[config.mk]
export PLATFORM = sky130hd
export DESIGN_NAME = recv_port_arbiter
export DESIGN_NICKNAME = d
export VERILOG_FILES = /design/src/rtl/recv_port_arbiter.sv
export SDC_FILE = /design/constraint.sdc
export NUM_CORES = 1
export LEC_CHECK = 0
export BUFFER_PORTS_ARGS = -buffer_cell sky130_fd_sc_hd__buf_2
export CORE_MARGIN = 4
export CORE_UTILIZATION = 50
export CTS_BUF_LIST = sky130_fd_sc_hd__clkbuf_2 sky130_fd_sc_hd__clkbuf_4 sky130_fd_sc_hd__clkbuf_8
export CTS_CLUSTER_DIAMETER = 30
export DETAILED_ROUTE_END_ITERATION = 10
export PLACE_DENSITY = 0.84
export SKIP_CTS_REPAIR_TIMING = 1
export SLEW_MARGIN = 10
export SYNTH_ARGS = -nofsm -noshare
export SYNTH_HDL_FRONTEND = slang
export SYNTH_SLANG_ARGS = --single-unit
[constraint.sdc]
create_clock -name clk -period 3 [get_ports clk]
set_input_delay 0.6 -clock clk [delete_from_list [all_inputs] [get_ports clk]]
set_output_delay 0.6 -clock clk [all_outputs]
set_load 0.01 [all_outputs]
[src/rtl/recv_port_arbiter.sv]
// Round-robin arbiter that shares one Ethernet frame receiver among NUM_PORTS ingress ports.
// Grants a port, pulses the receiver start, tracks the frame via rx_rdy and aborts on timeout.
module recv_port_arbiter #(
    parameter int          NUM_PORTS      = 4,
    parameter logic [15:0] TIMEOUT_CYCLES = 16'd2048,
    parameter logic [3:0]  RST_CYCLES     = 4'd2
) (
    input  logic                         clk,
    input  logic                         rst,
    input  logic [NUM_PORTS-1:0]         req,
    input  logic [NUM_PORTS*8-1:0]       port_data,
    input  logic                         rx_rdy,
    output logic                         rx_start,
    output logic [7:0]                   rx_data,
    output logic                         rx_rst,
    output logic [NUM_PORTS-1:0]         gnt,
    output logic                         busy,
    output logic                         frame_done,
    output logic                         timeout_err,
    output logic [$clog2(NUM_PORTS)-1:0] cur_port
);
    localparam int                IDX_W     = $clog2(NUM_PORTS);
    localparam int                PW        = IDX_W + 1;
    localparam logic [IDX_W-1:0]  LAST_PORT = IDX_W'(NUM_PORTS - 1);
    localparam logic [PW-1:0]     PORTS_W   = PW'(NUM_PORTS);

    typedef enum logic [2:0] {IDLE, START, WAIT_BUSY, RECV, ABORT} state_t;

    state_t               state, state_d;
    logic [NUM_PORTS-1:0] gnt_d;
    logic [IDX_W-1:0]     cur_port_d;
    logic [IDX_W-1:0]     win_idx;
    logic                 win_found;
    logic [PW-1:0]        scan;
    logic [15:0]          wdog, wdog_d;
    logic [3:0]           rst_cnt, rst_cnt_d;
    logic                 frame_done_d, timeout_err_d;

    // Scan upward from the port after the last grant, wrapping at NUM_PORTS.
    always_comb begin
        win_found = 1'b0;
        win_idx   = cur_port;
        scan      = '0;
        for (int k = 1; k <= NUM_PORTS; k++) begin
            scan = {1'b0, cur_port} + PW'(k);
            if (scan >= PORTS_W) scan = scan - PORTS_W;
            if (!win_found && req[scan[IDX_W-1:0]]) begin
                win_found = 1'b1;
                win_idx   = scan[IDX_W-1:0];
            end
        end
    end

    always_comb begin
        // NOTE: every signal gets a default before the case so no path leaves it unassigned (no latches).
        state_d       = state;
        gnt_d         = gnt;
        cur_port_d    = cur_port;
        wdog_d        = wdog;
        rst_cnt_d     = rst_cnt;
        frame_done_d  = 1'b0;
        timeout_err_d = 1'b0;
        unique case (state)
            IDLE: begin
                if (rx_rdy && win_found) begin
                    state_d          = START;
                    gnt_d            = '0;
                    gnt_d[win_idx]   = 1'b1;
                    cur_port_d       = win_idx;
                end
            end
            START: state_d = WAIT_BUSY;
            WAIT_BUSY: begin
                if (!rx_rdy) begin
                    state_d = RECV;
                    wdog_d  = '0;
                end else begin
                    state_d       = ABORT;
                    gnt_d         = '0;
                    rst_cnt_d     = '0;
                    timeout_err_d = 1'b1;
                end
            end
            RECV: begin
                wdog_d = wdog + 16'd1;
                // A returning rx_rdy takes priority over an expiring watchdog.
                if (rx_rdy) begin
                    state_d      = IDLE;
                    gnt_d        = '0;
                    frame_done_d = 1'b1;
                end else if (wdog == TIMEOUT_CYCLES - 16'd1) begin
                    state_d       = ABORT;
                    gnt_d         = '0;
                    rst_cnt_d     = '0;
                    timeout_err_d = 1'b1;
                end
            end
            ABORT: begin
                if (rst_cnt == RST_CYCLES - 4'd1) state_d = IDLE;
                else                              rst_cnt_d = rst_cnt + 4'd1;
            end
            default: state_d = IDLE;
        endcase
    end

    always_ff @(posedge clk or posedge rst) begin
        if (rst) begin
            state       <= IDLE;
            gnt         <= '0;
            cur_port    <= LAST_PORT;
            wdog        <= '0;
            rst_cnt     <= '0;
            frame_done  <= 1'b0;
            timeout_err <= 1'b0;
        end else begin
            // NOTE: non-blocking assignments so every register samples pre-edge values.
            state       <= state_d;
            gnt         <= gnt_d;
            cur_port    <= cur_port_d;
            wdog        <= wdog_d;
            rst_cnt     <= rst_cnt_d;
            frame_done  <= frame_done_d;
            timeout_err <= timeout_err_d;
        end
    end

    assign rx_start = (state == START);
    assign rx_rst   = (state == ABORT);
    assign busy     = (state != IDLE);

    // AND-OR mux: each output bit gathers that bit from every port, masked by the one-hot grant.
    logic [7:0][NUM_PORTS-1:0] data_col;
    for (genvar b = 0; b < 8; b++) begin : g_bit
        for (genvar g = 0; g < NUM_PORTS; g++) begin : g_port
            assign data_col[b][g] = port_data[g*8 + b];
        end
        assign rx_data[b] = |(gnt & data_col[b]);
    end
endmodule

# Word level (Yosys, flattened, before mapping)
# Index checks and enable logic that the tools add are counted.
# word_totals
word_cells	118
inputBits	39
regBits	31
out_inout_bits	19
# op_classes
n_bitwise	8
addsub	10
eq_ne	14
n_lt_le_gt_ge	10
reduce_logical	26
n_mux	43
# op_table
op	count
$and A4 B4 Y4	8
$pmux W16 S2	1
$reduce_or A4 Y1	8
$mux W4	6
$pmux W4 S3	2
$add A16 B1 Y16 const B	1
$eq A16 B11 Y1 const B	1
$mux W16	1
$mux W2	8
$lt A2 B3 Y1 const B	5
$mux W3	5
$pmux W3 S5	1
$mux W1	13
$ge A3 B3 Y1 const B	4
$ne A2 B2 Y1 const B	6
$reduce_bool A3 Y1	3
$bmux W1 S2	4
$sub A2 B1 Y2 const B	4
$add A2 B2 Y3 const B	2
$eq A3 B2 Y1 const B	2
$logic_and A1 B1 Y1	5
$reduce_and A5 Y1	1
$add A4 B1 Y4 const B	1
$eq A4 B1 Y1 const B	1
other kinds (15)	18

# Longest topological paths before layout
# Gate-level depths: netlist (run 1).
# depth
depth_word	21
depth_mapped	6
ltp_nobuf	6

# Worst setup path after synthesis (run 1)
# No wires, ideal clock.
# synth_timing
path_kind	input to register
startpoint	input req[1]
endpoint	register gnt[2]
setup_ns	0.121
t_required_ns	2.879
t_arrival_ns	1.548
n_path_buf	0
stages	4
slack_ns	1.331
cell_sequence	o41a_1 -> nor2b_2 -> o211a_1 -> a22o_1
# synth_between
elab_chain_cells	18
word_cells_on_any_way	32
cone_classes	order compare: 2; eq/ne: 1; mux: 20; reduce/logical: 9
# synth_rtl
item	line	rtl
from (decl)	10	input logic [NUM_PORTS-1:0] req,
$bmux W1 S2	47	if (!win_found && req[scan[IDX_W-1:0]]) begin
$mux W1 (implied by the code)	47	
$mux W1	47	
$logic_not A1 Y1	47	
$logic_and A1 B1 Y1	47	
$mux W1	47	
$logic_not A1 Y1	47	
$logic_and A1 B1 Y1	47	
(+2 left out)	n/a	
$logic_and A1 B1 Y1	47	
$mux W2	47	
$lt A2 B3 Y1 (implied by the code) or $ge A2 B1 Y1 (tied branches)	68	gnt_d[win_idx] = 1'b1;
$logic_and A1 B1 Y1 (implied by the code)	68	
$mux W1 (implied by the code)	68	
$demux W1 S2	68	
$mux W4	65	if (rx_rdy && win_found) begin
$pmux W4 S3	63	unique case (state)
to (signal assigned)	118	gnt <= gnt_d;
to (decl)	16	output logic [NUM_PORTS-1:0] gnt,
# Several ways; a longest one is shown, not always the timed one. The select of a mux whose other input is x is not followed.
# A chain may end at the register's enable or synchronous reset.

# Worst setup path in the final report (run 1)
# layout_timing
startpoint	register state[0]
endpoint	output busy
# layout_between
elab_chain_cells	1
# layout_rtl
item	line	rtl
from (decl)	29	state_t state, state_d;
from (signal assigned)	117	state <= state_d;
$reduce_bool A3 Y1	129	assign busy = (state != IDLE);
to (decl)	17	output logic busy,
# Every way passes these cells.

==> metrics, run 1 <==
via-per-instance ratio=about 5.7; Main synth FF type=dfrtp_1; R2R setup slack=1080 ps; clk buf depth=2; pre-CTS WS=~940 ps; TritonCTS Buffers=5; Cell Rows=21; reg2reg end=wdog[13]; max incr delay on CP=a little under 500 ps; antenna fix cells=0; mapped cell area=1860 um^2; fill count=between 200 and 300; synthesized area per cell=9.44 um^2; net switching power=approximately 0.72 mW; Flop pwr share=0.408; final clock skew=8.30 ps; critical path capture point type=primary output; fin worst setup slack=~980 ps; final worst path period need=2020 ps; area growth from synthesis to layout=20.2%; total power draw=~1.8 mW; Crit Path Max Fanout=8; Internal=~1.1 mW; Post-DRT Antenna Nets=0; Skew-Pair Late Insertion Delay=280 ps; CTS Sinks=31; largest net degree at the start of global routing=32; Yosys reg bits=31; drt first-iter violations=between 50 and 60; first-pass GRT wire length=about 7400 um; Post-Place Cells=290; Die ar.=around 4800 um^2; total congestion overflow=0; htree depth=2; Die Y=around 69 um; Root Driver=clkbuf_8; Std-Cell Core Area=about 3500 um^2; Final Max Slew Viols=0; DR WL/cell=around 14 um; vias after detailed routing=1685; GRT Resource Usage Total=0.183; Worst path slowest cell=dfrtp_1; initial antenna violation count=0; vias in the first global route=between 1500 and 2000; power density cells=around 800 nW/um^2; RSZ-0062 raised after global routing=no; PortBufs=57; outcome=completed; Worst Path Buf+Inv=1; post-synthesis instance total=between 150 and 200; critical-path cell list=or3_1, buf_2; worst vdd ir=about 0.55 mV; Hold Fails Final Rpt=0; HP Class=in2async; Die Width=69 um; Nets=about 300; critical path depth=2; Post-Route WL=4170 um; Initial Util=0.536; DRC viols=0; Crit path max-delay family=flip-flops; Clock power frac=0.185; MaxCap Viol Count=0; Final GP Congestion=approximately 0.83; non-filler cells, final=about 300; reg-to-reg critical path startpoint=state[0]; total nets after synthesis=239; Worst Setup SP=state[0]; hold slack=387 ps; layout cells sized above 1=0.302; worst r2r path cells=4; post-synthesis sequential area ratio=0.418; asr flop ratio synth=1.00; actual slew at the worst max-slew pin=approximately 630 ps; WP data arrival=1420 ps; Fmax achieved=roughly 490 MHz; WS Path Type=reg2out; TritonCTS clock tree=done; setup violators final=0; CTS clock-pin slew for the worst setup and hold paths=70 ps; WP data required=between 2000 and 2500 ps; Pleak=between 1 and 1.5 nW; power share of the combinational group=0.408; Post-synth EDFFs=0; worst rel slew slack=0.578; Final period util=0.674; setup TNS=0 ps; synth unique cells=55; Switching Share=0.401; drt pass-1 iters=4; CP Capture Point=busy; post-DP HPWL=just over 3000 um; startpoint types=flip-flop; synth warn=0; num ports=58
## state kept, by name, summed over array words and instances (netlist names)
name / cells
timeout_err: 1
wdog: 16
frame_done: 1
state: 3
rst_cnt: 4
gnt: 4
cur_port: 2
## cell families (layout without fill, tap and decap cells)
kind of cell | after synthesis | after routing | synth area share
and+or+nand+nor | 73 | 73 | 0.227
AOI/OAI and AO/OA | 64 | 64 | 0.248
DFF | 31 | 31 | 0.418
buffers and inverters | 19 | 74 | 0.0498
muxes | 5 | 5 | 0.0269
adders and majority gates | 3 | 3 | 0.0202
xor gates and xnor gates | 2 | 2 | 0.00942
## synthesized netlist by cell type, types with 3 or more instances
cell type | n | share of area
inv_1 | 8 | 0.016
and4_1 | 3 | 0.014
ha_1 | 3 | 0.020
dfrtp_1 | 29 | 0.39
mux2i_1 | 5 | 0.027
o21ai_1 | 6 | 0.016
nand2b_1 | 6 | 0.020
nand4_1 | 5 | 0.017
buf_2 | 4 | 0.011
a21oi_1 | 7 | 0.019
and2_1 | 3 | 0.010
nor2_1 | 8 | 0.016
a31oi_1 | 5 | 0.017
a22oi_1 | 16 | 0.065
o21ai_0 | 8 | 0.022
nand2_1 | 22 | 0.044
nand3_1 | 10 | 0.027
a22o_1 | 3 | 0.014
## metrics by stage
stage,cell area [um^2],utilization
finish,2240,0.645
global route,2240,0.645
CTS,2240,0.645
detailed placement,2150,0.619
global placement,2150,0.619
floorplan,1860,-
## worst register-to-register path: cells and delay by family (launching register included)
kind,cells,cell delay (ps)
AND/OR/NAND/NOR,3,1150
flip-flops,1,520
multiplexers,1,130
## cell type report
| type | instances | area [um^2] | share of cell area |
|---|---|---|---|
| multi-input combinational | 147 | 990 | 0.442 |
| tap | 46 | 57.6 | 0.0257 |
| inverter | 8 | 30.0 | 0.0134 |
| sequential | 31 | 778 | 0.348 |
| clock buffer | 7 | 83.8 | 0.0375 |
| timing repair buffer | 58 | 293 | 0.131 |
| clock inverter | 1 | 5.00 | 0.00224 |
## layer usage
metal | GRT usage | part of all wire
met1 | 0.234 | 0.45
met2 | 0.288 | 0.47
met3 | 0.0712 | 0.082
met4 | 0.0477 | 0.0034
met5 | 0 | 0
## how the worst min path moves through the flow
stage / startpoint / endpoint / slack (ps) / depth (start not counted)
global route: rst / frame_done / 410 / 3
CTS: rst / gnt[3] / 400 / 3
floorplan: wdog[15] / wdog[15] / 450 / 1
global placement: wdog[15] / wdog[15] / 470 / 1
detailed placement: wdog[15] / wdog[15] / 470 / 1
finish: rst / gnt[0] / 390 / 3
## power groups by stage
stage / clock network, mW / registers (mW) / logic (mW)
after floorplan: 0 / 0.660 / 0.598
after global placement: 0 / 0.727 / 0.719
after detailed placement: 0 / 0.731 / 0.733
after CTS: 0.335 / 0.726 / 0.735
after global routing: 0.355 / 0.759 / 0.820
final: 0.330 / 0.729 / 0.729
## placed cells by master (no fill, tap or decap), types with 3 or more instances in the layout
master / count
a21oi_1: 7
a22o_1: 3
a22oi_1: 16
a31oi_1: 5
and2_1: 3
and4_1: 3
buf_2: 57
clkbuf_8: 5
dfrtp_1: 29
ha_1: 3
inv_1: 8
mux2i_1: 5
nand2_1: 22
nand2b_1: 6
nand3_1: 10
nand4_1: 5
nor2_1: 8
o21ai_0: 8
o21ai_1: 6
(Power assumes the default switching activity.)
==> run 2, diff against run 1 <==
ABC_AREA = 1   (was unset)
CORE_UTILIZATION = 49   (was 50)
PLACE_DENSITY = 0.85   (was 0.84)
clock period = 1.7 ns   (was 3 ns; I/O delays follow)
==> run 2 against run 1 <==
Against the previous run: the flow now finishes with violations (setup timing); clock skew down 1.6 ps; total power increased by 120%; via count grew 28%; combinational power rose to 2.7 times the previous value; sequential share of layout area down 5.0 points; final area is 17% higher; sequential cell count unchanged; synthesized area grew 9.3%; register-to-register slack got worse by 1100 ps; largest power group is now combinational logic.
==> metrics, run 2 <==
outcome=finished, violations left (was completed); failing checks=setup timing; critical-path cell list=buf_6, nand2_2, nand2_2, nand2_1, nand2_2, nor2_2, nand2_2, nand3_4, nand2_2, nand2_2, nand2_1, nand2_1 (was or3_1, buf_2); mapped cell area=2030 um^2 (was 1860 um^2); drt pass-1 iters=4 (unchanged); vias after detailed routing=2165 (was 1685); R2R setup slack=-20 ps (was 1080 ps); Largest register FFs=16 (unchanged); Hold Fails Final Rpt=0 (unchanged); htree depth=2 (unchanged); most frequent cells in the layout=nand2_1, buf_2, inv_1 (was buf_2, dfrtp_1, nand2_1); hold slack=127 ps (was 387 ps); RSZ-0062 raised after global routing=yes (was no); PortBufs=57 (unchanged); CTS clock-pin slew for the worst setup and hold paths=60 ps (was 70 ps); reg-to-reg critical path startpoint=cur_port[0] (was state[0]); first-pass GRT wire length=8450 um (was 7390 um); Post-DRT Antenna Nets=0 (unchanged); most numerous cell in the Yosys netlist=nand2_1 (was dfrtp_1); pre-CTS WS=101 ps (was 937 ps); DRC viols=0 (unchanged); worst rel slew slack=0.736 (was 0.578); initial antenna violation count=0 (unchanged); register with the most flip-flops=wdog (unchanged); Die ar.=5240 um^2 (was 4760 um^2); Pleak=1.38 nW (was 1.15 nW); Die Y=72.4 um (was 69 um); top flop regs=wdog (16), gnt (4), rst_cnt (4) (unchanged); post-DP HPWL=3640 um (was 3110 um); MaxCap Viol Count=0 (unchanged); startpoint types=flip-flop (unchanged); worst vdd ir=1.13 mV (was 0.549 mV); asr flop ratio synth=1.00 (unchanged); Worst path slowest cell=dfstp_2 (was dfrtp_1); TritonCTS clock tree=done (unchanged); DR WL/cell=12.8 um (was 14.0 um); antenna fix cells=0 (unchanged); fin worst setup slack=-17.8 ps (was 977 ps); via-per-instance ratio=5.24 (was 5.65); post-synthesis instance total=291 (was 197); synth warn=0 (unchanged); commonest non-fill, non-tap cell in the layout=nand2_1 (was buf_2); Crit path max-delay family=simple AND/OR/NAND/NOR gates (was flip-flops); actual slew at the worst max-slew pin=397 ps (was 631 ps); Post-Route WL=5300 um (was 4170 um); post-synthesis sequential area ratio=0.383 (was 0.418); Initial Util=0.508 (was 0.536); largest net degree at the start of global routing=32 (unchanged); Final GP Congestion=0.900 (was 0.834); Final Cell Area=2620 um^2 (was 2240 um^2); Root Driver=clkbuf_8 (unchanged); WS Path Type=reg2reg (was reg2out); final clock skew=6.71 ps (was 8.30 ps); clk buf depth=2 (unchanged); Final Max Slew Viols=0 (unchanged); final worst path period need=1720 ps; critical path capture point type=flip-flop (was primary output); Yosys reg bits=31 (unchanged); max incr delay on CP=620 ps (was 490 ps); Final period util=1.01; WP data required=1870 ps (was 2400 ps); Post-synth EDFFs=0 (unchanged); synthesized area per cell=6.99 um^2 (was 9.44 um^2); WP data arrival=1890 ps (was 1420 ps); GRT Resource Usage Total=0.200 (was 0.183); vias in the first global route=1986 (was 1575); Final Util=0.654 (was 0.645); power density cells=1500 nW/um^2 (was 799 nW/um^2); setup TNS=-48.5 ps (was 0 ps); Main synth FF type=dfrtp_1 (unchanged); most frequent cells after synthesis=nand2_1, inv_1, dfrtp_1 (was dfrtp_1, nand2_1, a22oi_1); Cell Rows=23 (was 21); placed instance area=2390 um^2 (was 2150 um^2); Crit Path Max Fanout=6 (was 8); total nets after synthesis=333 (was 239); Std-Cell Core Area=4000 um^2 (was 3470 um^2); drt first-iter violations=106 (was 56); num ports=58 (unchanged); layout cells sized above 1=0.342 (was 0.302); area growth from synthesis to layout=28.7% (was 20.2%); HP Class=in2async (unchanged); post-synth top area cell=dfrtp_1 (unchanged); Nets=404 (was 293); post-synth top area share=0.357 (was 0.390); total congestion overflow=0 (unchanged); fill count=340 (was 291); Fmax achieved=just under 600 MHz; Die Width=72.4 um (was 69 um); Skew-Pair Late Insertion Delay=280 ps (about the same); CTS Sinks=31 (unchanged); synth unique cells=30 (was 55); worst r2r path cells=12 (was 4); setup violators final=4 (was 0); Area contributors post-synth=dfrtp_1, nand2_1, inv_1, nand4_1, nand3_1 (was dfrtp_1, a22oi_1, nand2_1, dfstp_2, mux2i_1); Worst Path Buf+Inv=1 (unchanged); critical path's most frequent cell=nand2_2; reg2reg end=gnt[3] (was wdog[13]); TritonCTS Buffers=5 (unchanged)
==> run 2: cell count changes after synthesis, sizes merged, moves of 4 or more <==
| cell | before | now |
|---|---|---|
| nand2 | 22 | 113 |
| inv | 8 | 39 |
| a22oi | 16 | 1 |
| nand3 | 10 | 21 |
| nor2 | 8 | 19 |
| nand4 | 5 | 15 |
| o21ai | 14 | 24 |
| nand2b | 7 | 0 |
| a31oi | 5 | 0 |
| mux2i | 5 | 0 |
| and2 | 4 | 0 |
==> run 2: metal layers <==
layer,part of all wire,wire length (um),track usage,vias up
li1,-,-,-,1078
met1,0.40,2100,0.223,975
met3,0.096,511,0.0526,9
met2,0.49,2580,0.358,103
met5,0,0,0,-
met4,0.020,108,0.0861,0
==> run 2: how the worst max path moves through the flow <==
| stage | end | slack (ps) | cells after the start | from |
|---|---|---|---|---|
| after floorplan | gnt[1] | 210 | 13 | cur_port[0] |
| after global placement | gnt[3] | 130 | 12 | cur_port[0] |
| after detailed placement | gnt[3] | 100 | 12 | cur_port[0] |
| after CTS | rx_rst | 70 | 3 | state[0] |
| after global routing | gnt[3] | -100 | 12 | cur_port[0] |
| final | gnt[3] | -20 | 12 | cur_port[0] |
==> run 2: area by class of cell <==
class / instances / area (um^2) / area share
tap: 50 / 62.6 / 0.0239
clock buffer: 8 / 104 / 0.0397
inverter: 39 / 149 / 0.0569
timing repair buffer: 70 / 399 / 0.153
sequential: 31 / 778 / 0.297
multi-input combinational: 215 / 1120 / 0.429
==> run 2: per-stage QoR <==
| step | std cells | power (mW) |
|---|---|---|
| 6_report | 413 | 3.91 |
| 5_1_grt | 413 | 4.22 |
| 4_1_cts | 405 | 3.61 |
| 3_5_place_dp | 397 | 2.95 |
| 3_3_place_gp | 397 | 2.90 |
| 2_1_floorplan | 291 | 2.45 |
==> run 2: cells by family after synthesis <==
family,count (synthesis),synth area share
AND/OR/NAND/NOR,174,0.396
buffers and inverters,45,0.0942
AO/OA/AOI/OAI,36,0.100
flip-flops,31,0.383
adder cells (fa/ha/maj),3,0.0185
XOR/XNOR,2,0.00862
==> run 2: worst reg2reg max path: cells and delay by family (launching register included) <==
family | cells | cell delay, ps
flops | 1 | 620
simple gates | 11 | 830
buf+inv | 1 | 140
==> run 2: power breakdown <==
| group | switching [mW] | internal (mW) | total (mW) |
|---|---|---|---|
| registers | 0.283 | 0.970 | 1.25 |
| logic | 1.19 | 0.808 | 2.00 |
| clock network | 0.272 | 0.385 | 0.657 |
| total | 1.75 | 2.16 | 3.91 |
==> run 3, diff against run 2 <==
CORE_MARGIN = 5   (was 4)
SETUP_SLACK_MARGIN = 0.3   (was unset)
==> run 3 against run 2 <==
Against the previous run: the flow still finishes with violations (setup timing); global-route usage down 0.091 points; via count grew 11%; clock skew grew 5.0 ps; combinational power is 29% higher; final area up 13%; wire length rose by 27%; critical path type unchanged.
==> metrics, run 3 (same netlist as run 2, synthesis figures left out) <==
RSZ-0062 raised after global routing=yes (unchanged); total power draw=4.50 mW (was 3.91 mW); vias after detailed routing=2400 (was 2165); Switching Share=0.465 (was 0.447); Crit Path Max Fanout=6 (unchanged); setup violators final=3 (was 4); Flop pwr share=0.291 (was 0.320); failing checks=setup timing (unchanged); actual slew at the worst max-slew pin=412 ps (was 397 ps); Die Y=74.4 um (was 72.4 um); TritonCTS Buffers=5 (unchanged); Post-DRT Antenna Nets=0 (unchanged); vias in the first global route=2050 (was 1986); clk buf depth=2 (unchanged); final clock skew=11.7 ps (was 6.71 ps); placed instance area=2390 um^2 (about the same); post-DP HPWL=3880 um (was 3640 um); non-filler cells, final=433 (was 413); area growth from synthesis to layout=45.8% (was 28.7%); register with the most flip-flops=wdog (unchanged); power share of the combinational group=0.575 (was 0.512); WS Path Type=reg2reg (unchanged); Initial Util=0.508 (unchanged); first-pass GRT wire length=8660 um (was 8450 um); WP data required=1910 ps (was 1870 ps); startpoint types=flip-flop (unchanged); net switching power=2.09 mW (was 1.75 mW); DRC viols=0 (unchanged); drt first-iter violations=212 (was 106); Die Width=74.4 um (was 72.4 um); Post-Route WL=6740 um (was 5300 um); Internal=2.41 mW (was 2.16 mW); GRT Resource Usage Total=0.199 (was 0.200); DR WL/cell=15.6 um (was 12.8 um); Cell Rows=23 (unchanged); critical path capture point type=flip-flop (unchanged); Die ar.=5540 um^2 (was 5240 um^2); Root Driver=clkbuf_8 (unchanged); worst rel slew slack=0.723 (was 0.736); most frequent cells in the layout=nand2_1, buf_2, inv_1 (unchanged); Largest register FFs=16 (unchanged); Std-Cell Core Area=4000 um^2 (unchanged); hold slack=122 ps (was 127 ps); MaxCap Viol Count=0 (unchanged); antenna fix cells=0 (unchanged); max incr delay on CP=580 ps (was 620 ps); Fmax achieved=581 MHz (was 582 MHz); Final Max Slew Viols=0 (unchanged); TritonCTS clock tree=done (unchanged); power density cells=1520 nW/um^2 (was 1500 nW/um^2); final worst path period need=1720 ps (about the same); CTS Sinks=31 (unchanged); Skew-Pair Late Insertion Delay=290 ps (was 280 ps); top flop regs=wdog (16), gnt (4), rst_cnt (4) (unchanged); Final period util=1.01 (about the same); Final Cell Area=2970 um^2 (was 2620 um^2); HP Class=in2async (unchanged); Worst path slowest cell=dfstp_2 (unchanged); critical-path cell list=buf_4, nand2_1, nand2_2, nand2_1, nand2_2, nor2_2, nand2_2, nand3_4, buf_4, a21oi_1 (was buf_6, nand2_2, nand2_2, nand2_1, nand2_2, nor2_2, nand2_2, nand3_4, nand2_2, nand2_2, nand2_1, nand2_1); critical path's most frequent cell=nand2_2 (unchanged); layout cells sized above 1=0.454 (was 0.342); outcome=finished, violations left (unchanged); setup TNS=-28.5 ps (was -48.5 ps); fin worst setup slack=-22.0 ps (was -17.8 ps); via-per-instance ratio=5.54 (was 5.24); Nets=424 (was 404); worst vdd ir=0.795 mV (was 1.13 mV); PortBufs=57 (unchanged); Hold Fails Final Rpt=0 (unchanged); Pleak=1.54 nW (was 1.38 nW); total congestion overflow=0 (unchanged); initial antenna violation count=0 (unchanged); WP data arrival=1940 ps (was 1890 ps); Post-Place Cells=395 (was 397); num ports=58 (unchanged); Final Util=0.741 (was 0.654); CTS clock-pin slew for the worst setup and hold paths=70 ps (was 60 ps); largest net degree at the start of global routing=32 (unchanged); drt pass-1 iters=5 (was 4); Clock power frac=0.134 (was 0.168); commonest non-fill, non-tap cell in the layout=nand2_1 (unchanged); pre-CTS WS=77.8 ps (was 101 ps); Final GP Congestion=0.898 (was 0.900); htree depth=2 (unchanged)
[run 3: layout make-up]
cell class                 instances  area [um^2]
multi-input combinational        216         1290
clock buffer                       7         83.8
clock inverter                     1         5.00
fill                             286         1030
timing repair buffer              89          581
inverter                          39          161
sequential                        31          783
tap                               50         62.6
[run 3: layer usage]
| layer | vias to the layer above | wire length (um) | GRT usage |
|---|---|---|---|
| li1 | 1129 | - | - |
| met1 | 1127 | 2440 | 0.229 |
| met2 | 126 | 3470 | 0.355 |
| met3 | 18 | 662 | 0.0486 |
| met4 | 0 | 160 | 0.0771 |
| met5 | - | 0 | 0 |
[run 3: path summary, 6_finish.rpt]
check | startpoint | end | slack, ps | cells past startpoint
min in group clk | rx_rdy | frame_done | 400 | 3
min | rst | state[0] | 120 | 3
min reg2reg | wdog[2] | wdog[2] | 540 | 1
max in group asynchronous | rst | gnt[1] | 1240 | 3
max | cur_port[0] | cur_port[0] | -20 | 10
max reg2reg | cur_port[0] | cur_port[0] | -20 | 10
[run 3: power by group through the flow]
| stage | clock network (mW) | logic [mW] | registers (mW) |
|---|---|---|---|
| final | 0.604 | 2.59 | 1.31 |
| after global routing | 0.642 | 2.82 | 1.34 |
| after CTS | 0.602 | 1.70 | 1.27 |
| after detailed placement | 0 | 1.69 | 1.28 |
| after global placement | 0 | 1.64 | 1.27 |
| after floorplan | 0 | 1.30 | 1.18 |
[run 3: worst max-delay path: cells and delay by family, from the launching register on]
kind | cells | cell delay, ps
buf+inv | 2 | 320
simple gates | 7 | 560
flops | 1 | 580
compound gates | 1 | 180
